[src/rtl/frame_loader_if.sv]
// Valid/ready pixel stream carrying one pixel word per beat plus a start-of-frame flag.
// The master is the upstream pixel source; the slave is frame_loader.
interface frame_loader_if #(
  parameter int DATA_W = 16
);
  logic [DATA_W-1:0] px_data;
  logic              px_valid;
  logic              px_sof;
  logic              px_ready;

  modport master (output px_data, px_valid, px_sof, input px_ready);
  modport slave  (input px_data, px_valid, px_sof, output px_ready);
endinterface

[src/rtl/frame_loader.sv]
// Loads whole frames into the back half of pixel_ram and swaps the display/back halves
// only on panel_driver's end-of-refresh pulse. The reset input is active low.
module frame_loader #(
  parameter int ADDR_W      = 12,
  parameter int DATA_W      = 16,
  parameter int FRAME_WORDS = 2048
) (
  input  logic              clk_48mhz,
  input  logic              reset,
  frame_loader_if.slave     px,
  input  logic              frame_done,
  output logic [ADDR_W-1:0] ram_w_addr,
  output logic [DATA_W-1:0] ram_w_data,
  output logic              ram_w_stb,
  output logic              display_bank,
  output logic              swap,
  output logic              sync_err,
  output logic [7:0]        frame_count
);
  localparam int              OFF_W = ADDR_W - 1;
  localparam logic [OFF_W-1:0] LAST  = OFF_W'(FRAME_WORDS - 1);

  typedef enum logic [1:0] {IDLE, LOAD, WAIT_SWAP} state_t;

  state_t           state_q, state_d;
  logic [OFF_W-1:0] off_q, off_d, wr_off;
  logic [1:0]       rst_sync;
  logic             rst_n;
  logic             ready, accept, wr_en, err_d, swap_d;

  // Assert asynchronously, release two clocks after the external reset deasserts.
  always_ff @(posedge clk_48mhz or negedge reset) begin
    if (!reset) rst_sync <= 2'b00;
    else        rst_sync <= {rst_sync[0], 1'b1};
  end
  assign rst_n = rst_sync[1];

  assign px.px_ready = ready;

  always_comb begin
    // NOTE: every output of this block gets a default first, so no path can infer a latch.
    state_d = state_q;
    off_d   = off_q;
    wr_off  = off_q;
    wr_en   = 1'b0;
    err_d   = 1'b0;
    swap_d  = 1'b0;
    ready   = rst_n && (state_q != WAIT_SWAP);
    accept  = px.px_valid && ready;
    case (state_q)
      IDLE, LOAD: begin
        if (accept) begin
          if (px.px_sof) begin
            // A sof always restarts the frame; mid-frame it also flags a resync.
            wr_en  = 1'b1;
            wr_off = '0;
            err_d  = (state_q == LOAD);
          end else if (state_q == LOAD) begin
            wr_en = 1'b1;
          end else begin
            err_d = 1'b1;
          end
          if (wr_en) begin
            if (wr_off == LAST) begin
              state_d = WAIT_SWAP;
              off_d   = '0;
            end else begin
              state_d = LOAD;
              off_d   = wr_off + 1'b1;
            end
          end
        end
      end
      WAIT_SWAP: begin
        if (frame_done) begin
          swap_d  = 1'b1;
          off_d   = '0;
          state_d = IDLE;
        end
      end
      default: state_d = IDLE;
    endcase
  end

  // The back bank is always the complement of the displayed one.
  // NOTE: data/address registers are reset too, so every output reads 0 while in reset.
  always_ff @(posedge clk_48mhz or negedge rst_n) begin
    if (!rst_n) begin
      state_q      <= IDLE;
      off_q        <= '0;
      ram_w_stb    <= 1'b0;
      ram_w_addr   <= '0;
      ram_w_data   <= '0;
      display_bank <= 1'b0;
      swap         <= 1'b0;
      sync_err     <= 1'b0;
      frame_count  <= '0;
    end else begin
      // NOTE: non-blocking assignments keep every register sampling pre-edge values.
      state_q   <= state_d;
      off_q     <= off_d;
      ram_w_stb <= wr_en;
      swap      <= swap_d;
      sync_err  <= err_d;
      if (wr_en) begin
        ram_w_addr <= {~display_bank, wr_off};
        ram_w_data <= px.px_data;
      end
      if (swap_d) begin
        display_bank <= ~display_bank;
        frame_count  <= frame_count + 8'd1;
      end
    end
  end
endmodule

[src/flat_wrapper.sv]
// flat-port wrapper written by rule: the top's interface ports become plain ports
module frame_loader_flat 
#(
  parameter int ADDR_W      = 12,
  parameter int DATA_W      = 16,
  parameter int FRAME_WORDS = 2048
)
  (clk_48mhz, reset, frame_done, ram_w_addr, ram_w_data, ram_w_stb, display_bank, swap, sync_err, frame_count, px_px_data, px_px_valid, px_px_sof, px_px_ready);
  frame_loader_if #(.DATA_W(DATA_W)) px_i ();
  input  logic clk_48mhz;
  input  logic reset;
  input  logic frame_done;
  output logic [ADDR_W-1:0] ram_w_addr;
  output logic [DATA_W-1:0] ram_w_data;
  output logic ram_w_stb;
  output logic display_bank;
  output logic swap;
  output logic sync_err;
  output logic [7:0] frame_count;
  input wire logic [$bits(px_i.px_data)-1:0] px_px_data;
  input wire logic [$bits(px_i.px_valid)-1:0] px_px_valid;
  input wire logic [$bits(px_i.px_sof)-1:0] px_px_sof;
  output wire logic [$bits(px_i.px_ready)-1:0] px_px_ready;
  assign px_i.px_data = px_px_data;
  assign px_i.px_valid = px_px_valid;
  assign px_i.px_sof = px_px_sof;
  assign px_px_ready = px_i.px_ready;
  frame_loader #(.ADDR_W(ADDR_W), .DATA_W(DATA_W), .FRAME_WORDS(FRAME_WORDS)) u_core (.clk_48mhz(clk_48mhz), .reset(reset), .px(px_i), .frame_done(frame_done), .ram_w_addr(ram_w_addr), .ram_w_data(ram_w_data), .ram_w_stb(ram_w_stb), .display_bank(display_bank), .swap(swap), .sync_err(sync_err), .frame_count(frame_count));
endmodule
[config.mk]
export PLATFORM = sky130hd
export DESIGN_NAME = frame_loader_flat
export DESIGN_NICKNAME = d
export VERILOG_FILES = /design/src/rtl/frame_loader_if.sv /design/src/rtl/frame_loader.sv /design/src/flat_wrapper.sv
export SDC_FILE = /design/constraint.sdc
export NUM_CORES = 1
export LEC_CHECK = 0
export ABC_AREA = 1
export CORE_MARGIN = 5
export CORE_UTILIZATION = 45
export CTS_CLUSTER_SIZE = 28
export DETAILED_ROUTE_END_ITERATION = 8
export MAX_ROUTING_LAYER = met4
export PLACE_DENSITY = 0.71
export SYNTH_ARGS = -nofsm -noshare
export SYNTH_HDL_FRONTEND = slang
export SYNTH_SLANG_ARGS = --single-unit
[constraint.sdc]
create_clock -name clk_48mhz -period 3.1 [get_ports clk_48mhz]
set_input_delay 0.31 -clock clk_48mhz [delete_from_list [all_inputs] [get_ports clk_48mhz]]
set_output_delay 0.31 -clock clk_48mhz [all_outputs]
set_load 0.01 [all_outputs]
**Yosys cells after proc, flatten, opt, wreduce, memory -nomap -nowiden**

Index checks and enable logic that the tools add are counted.

- Latch bits: 0
- Memories kept: 0
- Output and inout bits: 41
- Word-level logic and storage cells: 54
- Register bits: 55
- Memory bits (read-only): 0
- Input port bits: 21
- RAM bits: 0

- $add $sub $neg: 2
- Multiply operators: 0
- Eq/ne operators: 7
- Mux-type cells: 27
- Bitwise logic cells: 1
- Divide/modulo/power cells: 0
- Shift-type cells: 0
- Reductions and logical operators: 7
- Magnitude comparators: 0

Operator list:

| kind | number |
|---|---|
| 11-bit two-way mux | 9 |
| 11-bit one-hot mux with 2 select lines | 1 |
| 1-bit two-way mux | 12 |
| 11-bit by 1-bit adder with 11-bit output (second input constant) | 1 |
| 11-bit == test (second input constant) | 1 |
| 8-bit by 1-bit adder with 8-bit output (second input constant) | 1 |
| 2-bit two-way mux | 4 |
| 2-bit != test (second input constant) | 3 |
| 2-bit one-hot mux with 2 select lines | 1 |
| 4-bit AND reduction | 1 |
| 3-bit AND reduction | 1 |
| 2-bit by 1-bit == test with 1-bit output (second input constant) | 1 |
| 2-bit == test (second input constant) | 1 |
| 1-bit logical AND | 2 |
| 2-bit zero test | 1 |
| 2-bit by 1-bit != test with 1-bit output (second input constant) | 1 |
| 2-bit nonzero test | 1 |
| 2-bit OR reduction | 1 |
| 1-bit inverter | 1 |

**Longest topological paths before layout**

- Word-level depth: 10
- Mapped depth: 12
- Gate-level depth less buffers: 11

**Worst setup path after synthesis**

Ideal clock, no wire load.

- Path kind: register to register
- Start: register u_core.rst_sync[1]
- End: register u_core.ram_w_addr[11]
- Path slack: 0.563 ns
- Stages on the path, launching flop included: 7
- Buffers on the path: 1
- Data arrival time: 2.415 ns
- Setup time: 0.123 ns
- Period minus slack after synthesis: 2.537 ns
- Required time: 2.977 ns
- Cell sequence: dfrtp_1 -> nand4_2 -> nor2_4 -> inv_4 -> buf_6 -> nand2_1 -> o21ai_2

- Longest elaborated chain between the ends: 4

Ends and longest elaborated chain:

| element | line | text |
|---|---|---|
| start, declared | frame_loader.sv:27 | `logic [1:0] rst_sync;` |
| start signal, assigned | frame_loader.sv:34 | `else rst_sync <= {rst_sync[0], 1'b1};` |
| 1-bit logical AND | frame_loader.sv:48 | `ready = rst_n && (state_q != WAIT_SWAP);` |
| 1-bit logical AND | frame_loader.sv:49 | `accept = px.px_valid && ready;` |
| 1-bit two-way mux | frame_loader.sv:52 | `if (accept) begin` |
| 1-bit two-way mux | frame_loader.sv:50 | `case (state_q)` |
| end signal, assigned | frame_loader.sv:106 | `ram_w_addr <= {~display_bank, wr_off};` |
| end, declared | frame_loader.sv:12 | `output logic [ADDR_W-1:0] ram_w_addr,` |

Every way passes these cells.
A chain may end at the register's enable or synchronous reset.

**Final worst setup path**

- Start: input port px_px_sof
- End: register u_core.off_q[6]

- Longest elaborated chain between the ends: 8
- Elaborated cells on any way between the ends: 14
- Those cells by class: add/sub: 1; eq/ne: 2; mux: 10; reduce/logical: 1

Ends and longest elaborated chain:

| element | line | text |
|---|---|---|
| start, declared | flat_wrapper.sv:22 | `input wire logic [$bits(px_i.px_sof)-1:0] px_px_sof;` |
| 11-bit two-way mux | frame_loader.sv:53 | `if (px.px_sof) begin` |
| 11-bit two-way mux | frame_loader.sv:52 |  |
| 11-bit two-way mux | frame_loader.sv:50 |  |
| 11-bit by 1-bit adder with 11-bit output / 11-bit == test (equally long branches) | frame_loader.sv:69, frame_loader.sv:64 |  |
| 11-bit two-way mux | frame_loader.sv:64 | `if (wr_off == LAST) begin` |
| 11-bit two-way mux | frame_loader.sv:63 | `if (wr_en) begin` |
| 11-bit two-way mux | frame_loader.sv:52 |  |
| 11-bit one-hot mux with 2 select lines | frame_loader.sv:50 |  |
| end signal, assigned | frame_loader.sv:90 | `off_q <= '0;` |
| end signal, assigned | frame_loader.sv:101 | `off_q <= off_d;` |
| end, declared | frame_loader.sv:26 | `logic [OFF_W-1:0] off_q, off_d, wr_off;` |

Parallel ways exist; a longest one is shown, timed or not. The select of a mux whose other input is x is not followed.

==> metrics.md <==
| Metric | Value |
|---|---|
| Pwr dens | 485 nW/um^2 |
| Share of layout cells above drive strength 1 | 7.47% |
| Initial DRC Count | 117 |
| Largest area contributor in the netlist | dfrtp_1 |
| Number of distinct library cells after synthesis | 25 |
| R2R depth | 9 |
| H-tree level count | 2 |
| Vias in the first global route | 1934 |
| RR Startpoint | u_core.state_q[1] |
| Yosys top cell area share | 54.7% |
| Vias | 1955 |
| Tot GR Track Use | 16.2% |
| Post-CTS Hold Buffers | 0 |
| Detailed Route WL | 5390 um |
| Die area | 7190 um^2 |
| # rows | 27 |
| Remaining DRCs | 0 |
| Worst-path maximum fanout | 30 |
| Min Tclk post-route | 2.13 ns |
| Postcts setup bufs | 0 |
| Post-CTS resize count | 0 |
| Setup Skew | 0.00535 ns |
| CP endpoint kind | register |
| Crit path buf inv count | 4 |
| Drt via density | 4.65 |
| Pre-Repair DR Iteration Count | 4 |
| Design area | 3220 um^2 |
| Peak supply drop | 0.219 mV |
| Worst r2r dst | u_core.off_q[6] |
| CP Class | primary input to register |
| Max Buffers Root-to-Sink | 2 |
| Initial Util | 46.0% |
| Filler cells | 494 |
| Clock Latency Late Sink | 0.30 ns |
| Worst-path clk slew | 0.09 ns |
| Setup TNS | 0 ns |
| Io pins | 62 |
| Die Y | 84.8 um |
| CTS tree | built |
| First-pass GRT wire length | 9180 um |
| Number of buffers added on ports | 61 |
| Multi-input gate area in the final layout | 957 um^2 |
| Total gr overflow | 0 |
| Hold slack | 0.165 ns |
| Maxcap violations | 0 |
| Sequential area share after synthesis | 54.7% |
| Data required time of the critical path | 3.33 ns |
| Syn Inst Count | 287 |
| Nets | 371 |
| Fmax | 0.469 GHz |
| Reg area | 1380 um^2 |
| TritonCTS buffer count | 5 |
| HPWL Detailed | 3980 um |
| CTS Root Cell | clkbuf_8 |
| RSZ-0062 raised after global routing | no |
| Slowest stage cell, crit path | clkdlybuf4s50_1 |
| Placed cell area | 3130 um^2 |
| Synth top area cells | dfrtp_1 (55%), nand2_1 (18%), nand3_1 (5.2%) |
| N_diodes | 0 |
| HP Class | primary input to asynchronous set/reset pin |
| Mapped cell area | 2520 um^2 |
| Core Region | 5470 um^2 |
| Worst setup SP type | primary input |
| Status | complete, no violations |
| R2r setup slk | 1.18 ns |
| Largest net degree at the start of global routing | 37 |
| Synth Net Count | 311 |
| Final GP Congestion | 0.939 |
| Pleak | 1.57 nW |
| Pins Over Slew Limit | 0 |
| Area Growth Syn to Fin | 27.8% |
| Fin. Hold Viols | 0 |
| Initial antenna violation count | 0 |
| Die Width | 84.8 um |
| Delay-heaviest family, CP | buffers and inverters |
| Antenna Nets Post-Route | 0 |
| Critical-path cell list | clkdlybuf4s50_1 -> inv_2 -> ha_1 -> inv_1 -> nand4_2 -> nor2_4 -> buf_4 -> o21ai_0 -> o21ai_1 |
| Placed insts | 412 |
| Final Instance Count excl. Fillers | 420 |
| Final setup vio count | 0 |
| Crit path largest cell delay | 0.64 ns |
| Overall Power | 1.56 mW |
| Drt wl/cell | 12.8 um |
| Worst EP arrival | 2.36 ns |
| Synthesis Warnings | 0 |
| #FFs+latches synth | 55 |
| Period Utilization, post-route | 68.8% |
| Mean Syn Cell Area | 8.77 um^2 |
| Clk sinks | 55 |
-- final cells by class --
class / instances / area share [%]
well taps: 72 / 2.80
multi-input cells: 201 / 29.8
flip-flops and latches: 55 / 42.8
clock inverters: 2 / 0.389
inverters: 21 / 2.53
repair buffers: 63 / 19.4
clock buffers: 6 / 2.26
-- registers in the layout, summed over array words and instances (netlist names) --
| name | cells |
|---|---|
| u_core.ram_w_stb | 1 |
| u_core.off_q | 11 |
| u_core.swap | 1 |
| u_core.sync_err | 1 |
| u_core.state_q | 2 |
| u_core.display_bank | 1 |
| u_core.ram_w_addr | 12 |
| u_core.frame_count | 8 |
| u_core.ram_w_data | 16 |
| u_core.rst_sync | 2 |
-- layout by cell type (no fill, tap or decap), drive strengths merged, types with 3 or more instances in the layout --
| master | netlist | layout |
|---|---|---|
| xor2 | 4 | 4 |
| clkbuf | 0 | 6 |
| inv | 21 | 21 |
| nand2 | 122 | 122 |
| xnor2 | 6 | 6 |
| clkdlybuf4s50 | 0 | 61 |
| nand4 | 8 | 8 |
| ha | 3 | 3 |
| nor2 | 18 | 18 |
| dfrtp | 55 | 55 |
| o21ai | 10 | 10 |
| nand3 | 26 | 26 |
-- logic make-up (layout without fill, tap and decap cells) --
group | Yosys count | count (layout) | share of synthesized area (%)
xor+xnor | 10 | 10 | 3.48
flops | 55 | 55 | 54.7
fa+ha+maj | 3 | 3 | 1.49
compound gates | 12 | 12 | 2.93
simple gates | 175 | 175 | 30.0
buf+inv | 31 | 92 | 7.31
other cells | 1 | 1 | 0.149
-- where the power goes --
| part | internal [mW] | switching (mW) | total [mW] |
|---|---|---|---|
| logic | 0.174 | 0.150 | 0.323 |
| registers | 0.793 | 0.0595 | 0.853 |
| clock network | 0.158 | 0.225 | 0.383 |
-- per-layer routing --
metal	routed length, um	up-vias	global-route usage, %
met2	2480	51	24.5
met5	0	-	-
met3	241	6	3.63
met1	2610	877	22.2
met4	57	0	4.17
li1	-	1021	-
-- per-stage QoR --
stage                     setup slack, ns  util [%]
final                               0.967      58.8
after global routing                0.756      58.8
after CTS                           0.964      58.8
after detailed placement            0.646      57.2
after global placement              0.707      57.2
after floorplan                     0.563         -
-- how the worst max path moves through the flow --
stage	slack, ns	to	depth (start not counted)	from
5_1_grt	0.76	u_core.off_q[6]	9	px_px_sof
4_1_cts	0.96	u_core.off_q[6]	9	px_px_sof
6_report	0.97	u_core.off_q[6]	9	px_px_sof
3_5_place_dp	0.65	u_core.off_q[6]	9	px_px_sof
2_1_floorplan	0.56	u_core.ram_w_addr[11]	6	u_core.rst_sync[1]
3_3_place_gp	0.71	u_core.off_q[6]	9	px_px_sof
-- cell usage after synthesis --
cell	n
nand2_1	119
dfrtp_1	55
nand3_1	26
inv_1	17
nor2_1	12
buf_6	8
nand4_1	7
o21ai_1	6
xnor2_1	6
xor2_1	4
ha_1	3
inv_2	3
nand2_2	3
nor2_2	3
nor2_4	3
o21ai_0	3
a21boi_0	1
buf_2	1
buf_4	1
conb_1	1
inv_4	1
nand4_2	1
nor3_1	1
o21ai_2	1
o22ai_2	1
Note: power is estimated with default switching activity, not from simulation.
